[config.mk]
export PLATFORM = sky130hd
export DESIGN_NAME = multicycle_control
export DESIGN_NICKNAME = d
export VERILOG_FILES = /design/src/rtl/multicycle_pkg.sv /design/src/rtl/mc_output_decode.sv /design/src/rtl/multicycle_control.sv
export SDC_FILE = /design/constraint.sdc
export NUM_CORES = 1
export LEC_CHECK = 0
export CAP_MARGIN = 5
export CORE_MARGIN = 1.5
export CORE_UTILIZATION = 40
export DETAILED_ROUTE_END_ITERATION = 10
export HOLD_SLACK_MARGIN = 0.02
export PLACE_DENSITY_LB_ADDON = 0.05
export SYNTH_ARGS = -nofsm -noshare
export SYNTH_HDL_FRONTEND = slang
export SYNTH_HIERARCHICAL = 1
export SYNTH_SLANG_ARGS = --single-unit
export TNS_END_PERCENT = 50
[constraint.sdc]
create_clock -name CLK -period 1.8 [get_ports CLK]
set_input_delay 0.36 -clock CLK [delete_from_list [all_inputs] [get_ports CLK]]
set_output_delay 0.36 -clock CLK [all_outputs]
set_load 0.01 [all_outputs]
[src/rtl/multicycle_pkg.sv]
// ============================================================================
// Module : multicycle_pkg
// Brief  : State encodings, opcode constants and control-field codes for the
//          multicycle MIPS control FSM.
// Rev    : 1.0  initial release
// ============================================================================
`default_nettype none

package multicycle_pkg;

    typedef enum logic [3:0] {
        S_FETCH   = 4'd0,
        S_DECODE  = 4'd1,
        S_MEMADR  = 4'd2,
        S_MEMRD   = 4'd3,
        S_MEMWB   = 4'd4,
        S_MEMWR   = 4'd5,
        S_EXECUTE = 4'd6,
        S_ALUWB   = 4'd7,
        S_BRANCH  = 4'd8,
        S_ADDIEX  = 4'd9,
        S_ADDIWB  = 4'd10,
        S_JUMP    = 4'd11
    } state_t;

    localparam logic [5:0] c_OP_RTYPE = 6'h00;
    localparam logic [5:0] c_OP_J     = 6'h02;
    localparam logic [5:0] c_OP_BEQ   = 6'h04;
    localparam logic [5:0] c_OP_ADDI  = 6'h08;
    localparam logic [5:0] c_OP_LW    = 6'h23;
    localparam logic [5:0] c_OP_SW    = 6'h2B;

    localparam logic [1:0] c_ALUOP_ADD   = 2'b00;
    localparam logic [1:0] c_ALUOP_SUB   = 2'b01;
    localparam logic [1:0] c_ALUOP_FUNCT = 2'b10;

    localparam logic [1:0] c_SRCB_B      = 2'b00;
    localparam logic [1:0] c_SRCB_FOUR   = 2'b01;
    localparam logic [1:0] c_SRCB_IMM    = 2'b10;
    localparam logic [1:0] c_SRCB_IMMSH2 = 2'b11;

    localparam logic [1:0] c_PCSRC_ALU    = 2'b00;
    localparam logic [1:0] c_PCSRC_ALUOUT = 2'b01;
    localparam logic [1:0] c_PCSRC_JUMP   = 2'b10;

    typedef struct packed {
        logic       iord;
        logic       ir_write;
        logic       mem_write;
        logic       mem_read;
        logic       reg_write;
        logic       reg_dst;
        logic       mem_to_reg;
        logic       alu_src_a;
        logic [1:0] alu_src_b;
        logic [1:0] alu_op;
        logic [1:0] pc_src;
        logic       pc_write;
        logic       branch;
    } ctrl_t;

endpackage

`default_nettype wire

[src/rtl/mc_output_decode.sv]
// ============================================================================
// Module : mc_output_decode
// Brief  : State -> control-word decode; write enables and MemRead are masked
//          while reset is asserted.
// Rev    : 1.0  initial release
// ============================================================================
`default_nettype none

module mc_output_decode
    import multicycle_pkg::*;
(
    input  state_t i_state,
    input  logic   i_mem_ready,
    input  logic   i_rst,
    output ctrl_t  o_ctrl
);

    ctrl_t w_ctrl;

    always_comb begin
        w_ctrl = '0;
        case (i_state)
            S_FETCH: begin
                w_ctrl.mem_read  = 1'b1;
                w_ctrl.alu_src_b = c_SRCB_FOUR;
                w_ctrl.alu_op    = c_ALUOP_ADD;
                w_ctrl.pc_src    = c_PCSRC_ALU;
                w_ctrl.ir_write  = i_mem_ready;
                w_ctrl.pc_write  = i_mem_ready;
            end
            S_DECODE: begin
                w_ctrl.alu_src_b = c_SRCB_IMMSH2;
                w_ctrl.alu_op    = c_ALUOP_ADD;
            end
            S_MEMADR, S_ADDIEX: begin
                w_ctrl.alu_src_a = 1'b1;
                w_ctrl.alu_src_b = c_SRCB_IMM;
                w_ctrl.alu_op    = c_ALUOP_ADD;
            end
            S_MEMRD: begin
                w_ctrl.iord     = 1'b1;
                w_ctrl.mem_read = 1'b1;
            end
            S_MEMWB: begin
                w_ctrl.mem_to_reg = 1'b1;
                w_ctrl.reg_write  = 1'b1;
            end
            S_MEMWR: begin
                w_ctrl.iord      = 1'b1;
                w_ctrl.mem_write = 1'b1;
            end
            S_EXECUTE: begin
                w_ctrl.alu_src_a = 1'b1;
                w_ctrl.alu_src_b = c_SRCB_B;
                w_ctrl.alu_op    = c_ALUOP_FUNCT;
            end
            S_ALUWB: begin
                w_ctrl.reg_dst   = 1'b1;
                w_ctrl.reg_write = 1'b1;
            end
            S_BRANCH: begin
                w_ctrl.alu_src_a = 1'b1;
                w_ctrl.alu_src_b = c_SRCB_B;
                w_ctrl.alu_op    = c_ALUOP_SUB;
                w_ctrl.pc_src    = c_PCSRC_ALUOUT;
                w_ctrl.branch    = 1'b1;
            end
            S_ADDIWB: begin
                w_ctrl.reg_write = 1'b1;
            end
            S_JUMP: begin
                w_ctrl.pc_src   = c_PCSRC_JUMP;
                w_ctrl.pc_write = 1'b1;
            end
            default: w_ctrl = '0;
        endcase

        // Nothing may touch architectural state while reset is held.
        if (i_rst) begin
            w_ctrl.ir_write  = 1'b0;
            w_ctrl.pc_write  = 1'b0;
            w_ctrl.mem_write = 1'b0;
            w_ctrl.reg_write = 1'b0;
            w_ctrl.branch    = 1'b0;
            w_ctrl.mem_read  = 1'b0;
        end
    end

    assign o_ctrl = w_ctrl;

endmodule

`default_nettype wire

[src/rtl/multicycle_control.sv]
// ============================================================================
// Module : multicycle_control
// Brief  : Main control FSM for the multicycle MIPS datapath; state register,
//          next-state logic and sticky illegal-opcode flag.
// Rev    : 1.0  initial release
// ============================================================================
`default_nettype none

module multicycle_control
    import multicycle_pkg::*;
#(
    parameter int OP_W    = 6,
    parameter int STATE_W = 4
) (
    input  logic               CLK,
    input  logic               RST,
    input  logic [OP_W-1:0]    Op,
    input  logic               MemReady,
    output logic               IorD,
    output logic               IRWrite,
    output logic               MemWrite,
    output logic               MemRead,
    output logic               RegWrite,
    output logic               RegDst,
    output logic               MemtoReg,
    output logic               ALUSrcA,
    output logic [1:0]         ALUSrcB,
    output logic [1:0]         ALUOp,
    output logic [1:0]         PCSrc,
    output logic               PCWrite,
    output logic               Branch,
    output logic               IllegalOp,
    output logic [STATE_W-1:0] StateOut
);

    state_t r_state;
    state_t w_next;
    logic   r_illegal;
    logic   w_op_known;
    ctrl_t  w_ctrl;

    assign w_op_known = (Op == OP_W'(c_OP_LW))    || (Op == OP_W'(c_OP_SW))   ||
                        (Op == OP_W'(c_OP_RTYPE)) || (Op == OP_W'(c_OP_BEQ))  ||
                        (Op == OP_W'(c_OP_ADDI))  || (Op == OP_W'(c_OP_J));

    always_comb begin
        w_next = r_state;
        case (r_state)
            S_FETCH:   w_next = MemReady ? S_DECODE : S_FETCH;
            S_DECODE: begin
                if      (Op == OP_W'(c_OP_LW) || Op == OP_W'(c_OP_SW)) w_next = S_MEMADR;
                else if (Op == OP_W'(c_OP_RTYPE))                      w_next = S_EXECUTE;
                else if (Op == OP_W'(c_OP_BEQ))                        w_next = S_BRANCH;
                else if (Op == OP_W'(c_OP_ADDI))                       w_next = S_ADDIEX;
                else if (Op == OP_W'(c_OP_J))                          w_next = S_JUMP;
                else                                                   w_next = S_FETCH;
            end
            S_MEMADR: begin
                if      (Op == OP_W'(c_OP_LW)) w_next = S_MEMRD;
                else if (Op == OP_W'(c_OP_SW)) w_next = S_MEMWR;
                else                           w_next = S_FETCH;
            end
            S_MEMRD:   w_next = MemReady ? S_MEMWB : S_MEMRD;
            S_MEMWR:   w_next = MemReady ? S_FETCH : S_MEMWR;
            S_EXECUTE: w_next = S_ALUWB;
            S_ADDIEX:  w_next = S_ADDIWB;
            default:   w_next = S_FETCH;
        endcase
    end

    always_ff @(posedge CLK) begin
        if (RST) begin
            r_state   <= S_FETCH;
            r_illegal <= 1'b0;
        end else begin
            r_state <= w_next;
            if (r_state == S_DECODE && !w_op_known) begin
                r_illegal <= 1'b1;
            end
        end
    end

    mc_output_decode u_decode (
        .i_state     (r_state),
        .i_mem_ready (MemReady),
        .i_rst       (RST),
        .o_ctrl      (w_ctrl)
    );

    assign IorD      = w_ctrl.iord;
    assign IRWrite   = w_ctrl.ir_write;
    assign MemWrite  = w_ctrl.mem_write;
    assign MemRead   = w_ctrl.mem_read;
    assign RegWrite  = w_ctrl.reg_write;
    assign RegDst    = w_ctrl.reg_dst;
    assign MemtoReg  = w_ctrl.mem_to_reg;
    assign ALUSrcA   = w_ctrl.alu_src_a;
    assign ALUSrcB   = w_ctrl.alu_src_b;
    assign ALUOp     = w_ctrl.alu_op;
    assign PCSrc     = w_ctrl.pc_src;
    assign PCWrite   = w_ctrl.pc_write;
    assign Branch    = w_ctrl.branch;
    assign IllegalOp = r_illegal;
    assign StateOut  = STATE_W'(r_state);

endmodule

`default_nettype wire

After elaboration in Yosys (flattened, before gate mapping):

Cells that the tools add are included.

* flip-flop bits (word level): 5
* input bits: 9
* output and inout port bits: 21
* word-level logic and storage cells: 57

* eq/ne operators: 16
* multiplexer cells: 25
* reduce and logical (&&, ||, !) cells: 14

Operator list (number)
* $pmux W4 S7: 1
* $mux W4: 6
* $pmux W4 S5: 1
* $eq A4 B3 Y1 const B: 4
* $eq A4 B4 Y1 const B: 4
* $eq A6 B6 Y1 const B: 2
* $mux W3: 4
* $mux W1: 10
* $eq A4 B2 Y1 const B: 2
* $eq A6 B2 Y1 const B: 1
* $eq A6 B3 Y1 const B: 1
* $eq A6 B4 Y1 const B: 1
* $logic_not A6 Y1: 1
* $reduce_or A2 Y1: 3
* $logic_or A1 B1 Y1: 5
* $eq A4 B1 Y1 const B: 1
* $logic_not A4 Y1: 1
* $pmux W2 S2: 1
* $reduce_or A4 Y1: 1
* $reduce_or A3 Y1: 1
* $mux W2: 1
* $pmux W1 S2: 1
* $logic_and A1 B1 Y1: 1
* $logic_not A1 Y1: 1

Depth between registers and ports, before layout:

* depth after elaboration: 8
* depth in mapped cells: 5
* depth with buffers taken out: 4

By module:

The synthesis kept the hierarchy.

Modules (own cells, without submodules)
* multicycle_control: instances 1, cells an instance 56, area an instance 429.2 µm², seq. area each 100.1 µm²
* mc_output_decode: instances 1, cells an instance 34, area an instance 221.5 µm², seq. area each 0.0 µm²

Worst setup path before layout:

No wires, ideal clock.

* path kind: reg-to-output
* from: register r_state[2], in the netlist StateOut[2]
* to: output port RegWrite
* data arrival time: 1.299 ns
* required time: 1.440 ns
* slack: 0.141 ns
* stages on the path, launching flop included: 4
* path buffers: 1
* cells stage by stage: dfxtp_1 > buf_4 > or4b_4 > a31oi_1

* longest elaborated chain between the ends: 4
* elaborated cells between the ends (all ways): 6
* classes of those cells: 3 x eq/ne; 2 x mux; 1 x reduce/logical

Ends and longest elaborated chain
* start: declaration: RTL line multicycle_control.sv:36 `state_t r_state;`
* start signal: assignment: RTL line multicycle_control.sv:76 `r_state <= w_next;`
* $eq A4 B3 Y1 or $eq A4 B4 Y1 (tied branches): RTL line mc_output_decode.sv:22 `case (i_state)`
* $reduce_or A3 Y1 (no line) *
* $mux W1 *: RTL line mc_output_decode.sv:22
* $mux W4 *: RTL line mc_output_decode.sv:79 `if (i_rst) begin`
* end: declaration: RTL line multicycle_control.sv:23 `output logic RegWrite,`

Mark *: on every way between the ends. The rest lies on a longest branch, timed or not.

Final worst setup path:

* from: register r_state[1], in the netlist StateOut[1]
* to: output port PCWrite

* longest elaborated chain between the ends: 3
* elaborated cells between the ends (all ways): 4
* classes of those cells: 1 x eq/ne; 2 x mux; 1 x reduce/logical

Ends and longest elaborated chain
* $eq A4 B4 Y1 or $logic_not A4 Y1 (tied branches): RTL line mc_output_decode.sv:22
* $pmux W1 S2 *: RTL line mc_output_decode.sv:22
* $mux W2 *: RTL line mc_output_decode.sv:79
* end: declaration: RTL line multicycle_control.sv:30 `output logic PCWrite,`

Marked as above.

==> run summary <==
ROUTE
-------------------------------------------------------------------------------
Wire length on met2 ..............................................       977 um
Final Routed Wirelength ..........................................     2.000 mm
Vias per cell ....................................................        5.655
Detailed router's first-iteration violation count ................           12
Met1 layer wirelength in the final routing .......................       896 um
Detailed-routing iteration count for the pre-antenna-repair pass .            4
Routed met3 length ...............................................       111 um
Final routed wire length divided by cell count ...................     13.79 um
Remaining antenna violation count ................................            0
Post-route DRC ...................................................            0
DR vias ..........................................................          820
Top sig layer ....................................................         met4

WORST SETUP PATH
-------------------------------------------------------------------------------
Kind of end point of the critical path ...........................  output port
Worst path max stage delay .......................................      0.54 ns
Reg-to-Reg Start .................................................  StateOut[2]
Worst Path Arrival ...............................................      1.46 ns
Slowest-stage cell, CP ........................................... sky130_fd_sc_hd__or4b_4
Reg2reg end ......................................................  StateOut[2]
Cell Chain, Critical Path ........................................ or4b_4 > a211oi_2 > buf_2
Worst-case register-to-register setup slack ......................      0.06 ns
Critical path launch point type ..................................         flop
Data required time of the worst path .............................      1.44 ns
Max Fanout on Critical Path ......................................            4
Startpoint-to-endpoint class of the critical path ................ flop to output port
Launching instance or port of the critical path ..................  StateOut[1]
Number of cells on the worst reg-to-reg path .....................            6

POWER AND IR DROP
-------------------------------------------------------------------------------
Reported leakage power ...........................................    0.4407 nW
Maximum ir drop on the vdd rail ..................................  0.0003106 V
Power Density .................................................... 387.1 nW/um2
Final Power ......................................................  0.0003982 W

STA
-------------------------------------------------------------------------------
Hold WS ..........................................................    0.4424 ns
Maximum clock frequency ..........................................    550.7 MHz
Fin crit share ...................................................        1.009
Final-report hold violation count ................................            0
Slew Limit Headroom ..............................................       0.7589
Clock period minus final worst setup slack .......................     1.816 ns
Max-slew violation count .........................................            0
RSZ-0062 raised after global routing .............................         true
Final WS setup ...................................................  -0.01578 ns
Transition time at the pin with the least slew margin ............    0.3571 ns
Worst clock skew .................................................  0.003291 ns
Count of endpoints failing setup in the final report .............            1

YOSYS
-------------------------------------------------------------------------------
Number of flops mapped to enable cells by yosys ..................            0
Post-synthesis async set-or-reset flop share .....................            0
Number of instances in the synthesized netlist ...................           90
Proportion of synthesized chip area in sequential cells ..........       0.1538
Post-synthesis cell area .........................................    650.6 um2
Number of warnings printed during yosys synthesis ................            6
Synth Net Count ..................................................           99
Library cells used by synthesis ..................................           36
Register bit count reported by yosys .............................            5
Primary FF master, synth ......................................... sky130_fd_sc_hd__dfxtp_1
Synthesized area divided by synthesized cell count ...............    7.229 um2

OUTCOME
-------------------------------------------------------------------------------
Status ........................................................... complete, but fails checks
Violations in the final reports .................................. setup timing

CLOCK TREE
-------------------------------------------------------------------------------
Root Driver ...................................................... sky130_fd_sc_hd__clkbuf_4
Clock-pin transition on the worst setup and hold timing paths ....      0.05 ns
Worst skew pair latency ..........................................      0.25 ns
Number of clock sinks seen by CTS ................................            5
H-tree depth .....................................................            1
TritonCTS clock tree .............................................         done
TritonCTS Buffers ................................................            3
Post-CTS setup-driven buffer insertion count .....................            0
Count of hold buffers inserted by post-cts repair ................            0
Maximum clock insertion buffer count .............................            2

FINISH
-------------------------------------------------------------------------------
Final-layout fill cell count .....................................          144
Post-Layout Inst Area ............................................     1028 um2
Layout Area Growth over Synthesis ................................       58.08%
Antenna diode instance count .....................................            0
Number of standard cells in the final layout excluding fillers ...          145
Highest-count cells in the layout ignoring fill and taps ......... sky130_fd_sc_hd__buf_4 (12), sky130_fd_sc_hd__clkdlybuf4s50_1 (10), sky130_fd_sc_hd__dlygate4sd2_1 (9)
Most common library cell in the layout ignoring fill and taps .... sky130_fd_sc_hd__buf_4
Layout cell share with drive strength beyond 1 ...................       0.3256
Area used by sequential logic in the layout ......................    103.9 um2
Final net count ..................................................          139
Combined area of the multi-input logic cells .....................    508.0 um2

GRT
-------------------------------------------------------------------------------
Via count of the first global-routing pass .......................          752
Global Route Usage Sum ...........................................       0.2249
Wire length of the first global-routing pass .....................     3.243 mm
Gr ovfl total ....................................................            0
Pin count of the biggest net entering global routing .............           18
Antenna violations before repair .................................            0

JOB
-------------------------------------------------------------------------------
Max-capacitance violation count ..................................            0

FLOORPLAN
-------------------------------------------------------------------------------
Die span in y ....................................................     43.33 um
Overall die area .................................................     1877 um2
I/O pins .........................................................           30
Cell row count ...................................................           14
Core Footprint ...................................................     1506 um2
Effective utilization at floorplan ...............................       0.4319
Horizontal die dimension .........................................     43.33 um

PLACEMENT
-------------------------------------------------------------------------------
Routability cong. ................................................       0.8573
Placed Area ......................................................     1012 um2
Cells after DPL ..................................................          141
Count of buffers from port buffering .............................           29
DP Wirelength ....................................................     1.391 mm

HOLD PATH
-------------------------------------------------------------------------------
Beginning of the worst hold path .................................    IllegalOp
Path category of the worst min-delay check ....................... flop to flop
Sink of the worst hold path ......................................    IllegalOp
Depth of the worst hold-timing path ..............................            2

-- timing repair --
| item | in CTS | in global routing |
|---|---|---|
| resized for setup | 46 | 14 |
| setup endpoints to repair | 18 | 14 |
| pin swaps | 2 | 1 |
-- sequential cells by signal, indices dropped and copies added (netlist names) --
register	cells
StateOut	4
IllegalOp	1
-- cell type report --
cell class                      count  share of cell area
Multi-Input combinational cell     72              0.4939
Timing Repair Buffer               43              0.3418
Sequential cell                     5              0.1010
Clock buffer                        4             0.02555
Inverter                            5             0.01825
Tap cell                           16             0.01946
-- metal layers --
metal  track usage  vias up
met5             0        -
met2        0.3821       25
li1              -      417
met3       0.06250        3
met1        0.2897      375
met4       0.03636        0
-- stage by stage --
step | setup TNS [ns] | worst slack (ns) | utilization
2_1_floorplan | 0 | 0.1407 | -
5_1_grt | -0.2043 | -0.06163 | 0.6827
3_3_place_gp | -2.257 | -0.6647 | 0.6719
4_1_cts | -0.008798 | -0.008798 | 0.6885
6_report | -0.01578 | -0.01578 | 0.6827
3_5_place_dp | -2.298 | -0.6533 | 0.6719
-- worst max-delay path by stage --
stage	endpoint	slack, ns	cells after the start
floorplan	RegWrite	0.14	3
global placement	PCWrite	-0.66	4
detailed placement	PCWrite	-0.65	4
CTS	PCWrite	-0.009	3
global route	PCWrite	-0.06	3
finish	PCWrite	-0.02	3
-- Yosys cell counts (all sizes together), types with 2 or more instances --
library cell	number	area share
nor2	6	0.035
nand4b	2	0.027
nand2b	6	0.058
or4b	3	0.058
xnor2	2	0.027
and3	3	0.029
buf	7	0.077
dfxtp	5	0.15
nand2	5	0.029
nor3	8	0.062
inv	5	0.029
xor2	2	0.027
o21bai	2	0.023
nor3b	5	0.065
or3b	2	0.027
o21ai	7	0.054
a21oi	6	0.046
-- power breakdown --
group / leakage [nW] / switching [W] / internal [W]
logic: 0.384 / 0.0000651 / 0.0000725
registers: 0.0421 / 0.00000378 / 0.000116
clock network: 0.0150 / 0.0000560 / 0.0000844
total: 0.441 / 0.000125 / 0.000273
-- cells by family after synthesis --
kind of cell              Yosys count  share of synthesized area
xor gates and xnor gates            4                    0.05386
DFF                                 5                     0.1539
buffers and inverters              13                     0.1115
AOI/OAI and AO/OA                  24                     0.2462
and+or+nand+nor                    44                     0.4346
-- critical path, delay by kind of cell, from the launching register on --
| kind | cells | cell delay [ns] |
|---|---|---|
| compound gates | 1 | 0.18 |
| buf+inv | 1 | 0.15 |
| flops | 1 | 0.33 |
| simple gates | 1 | 0.54 |
Note: power is estimated with default switching activity, not from simulation.
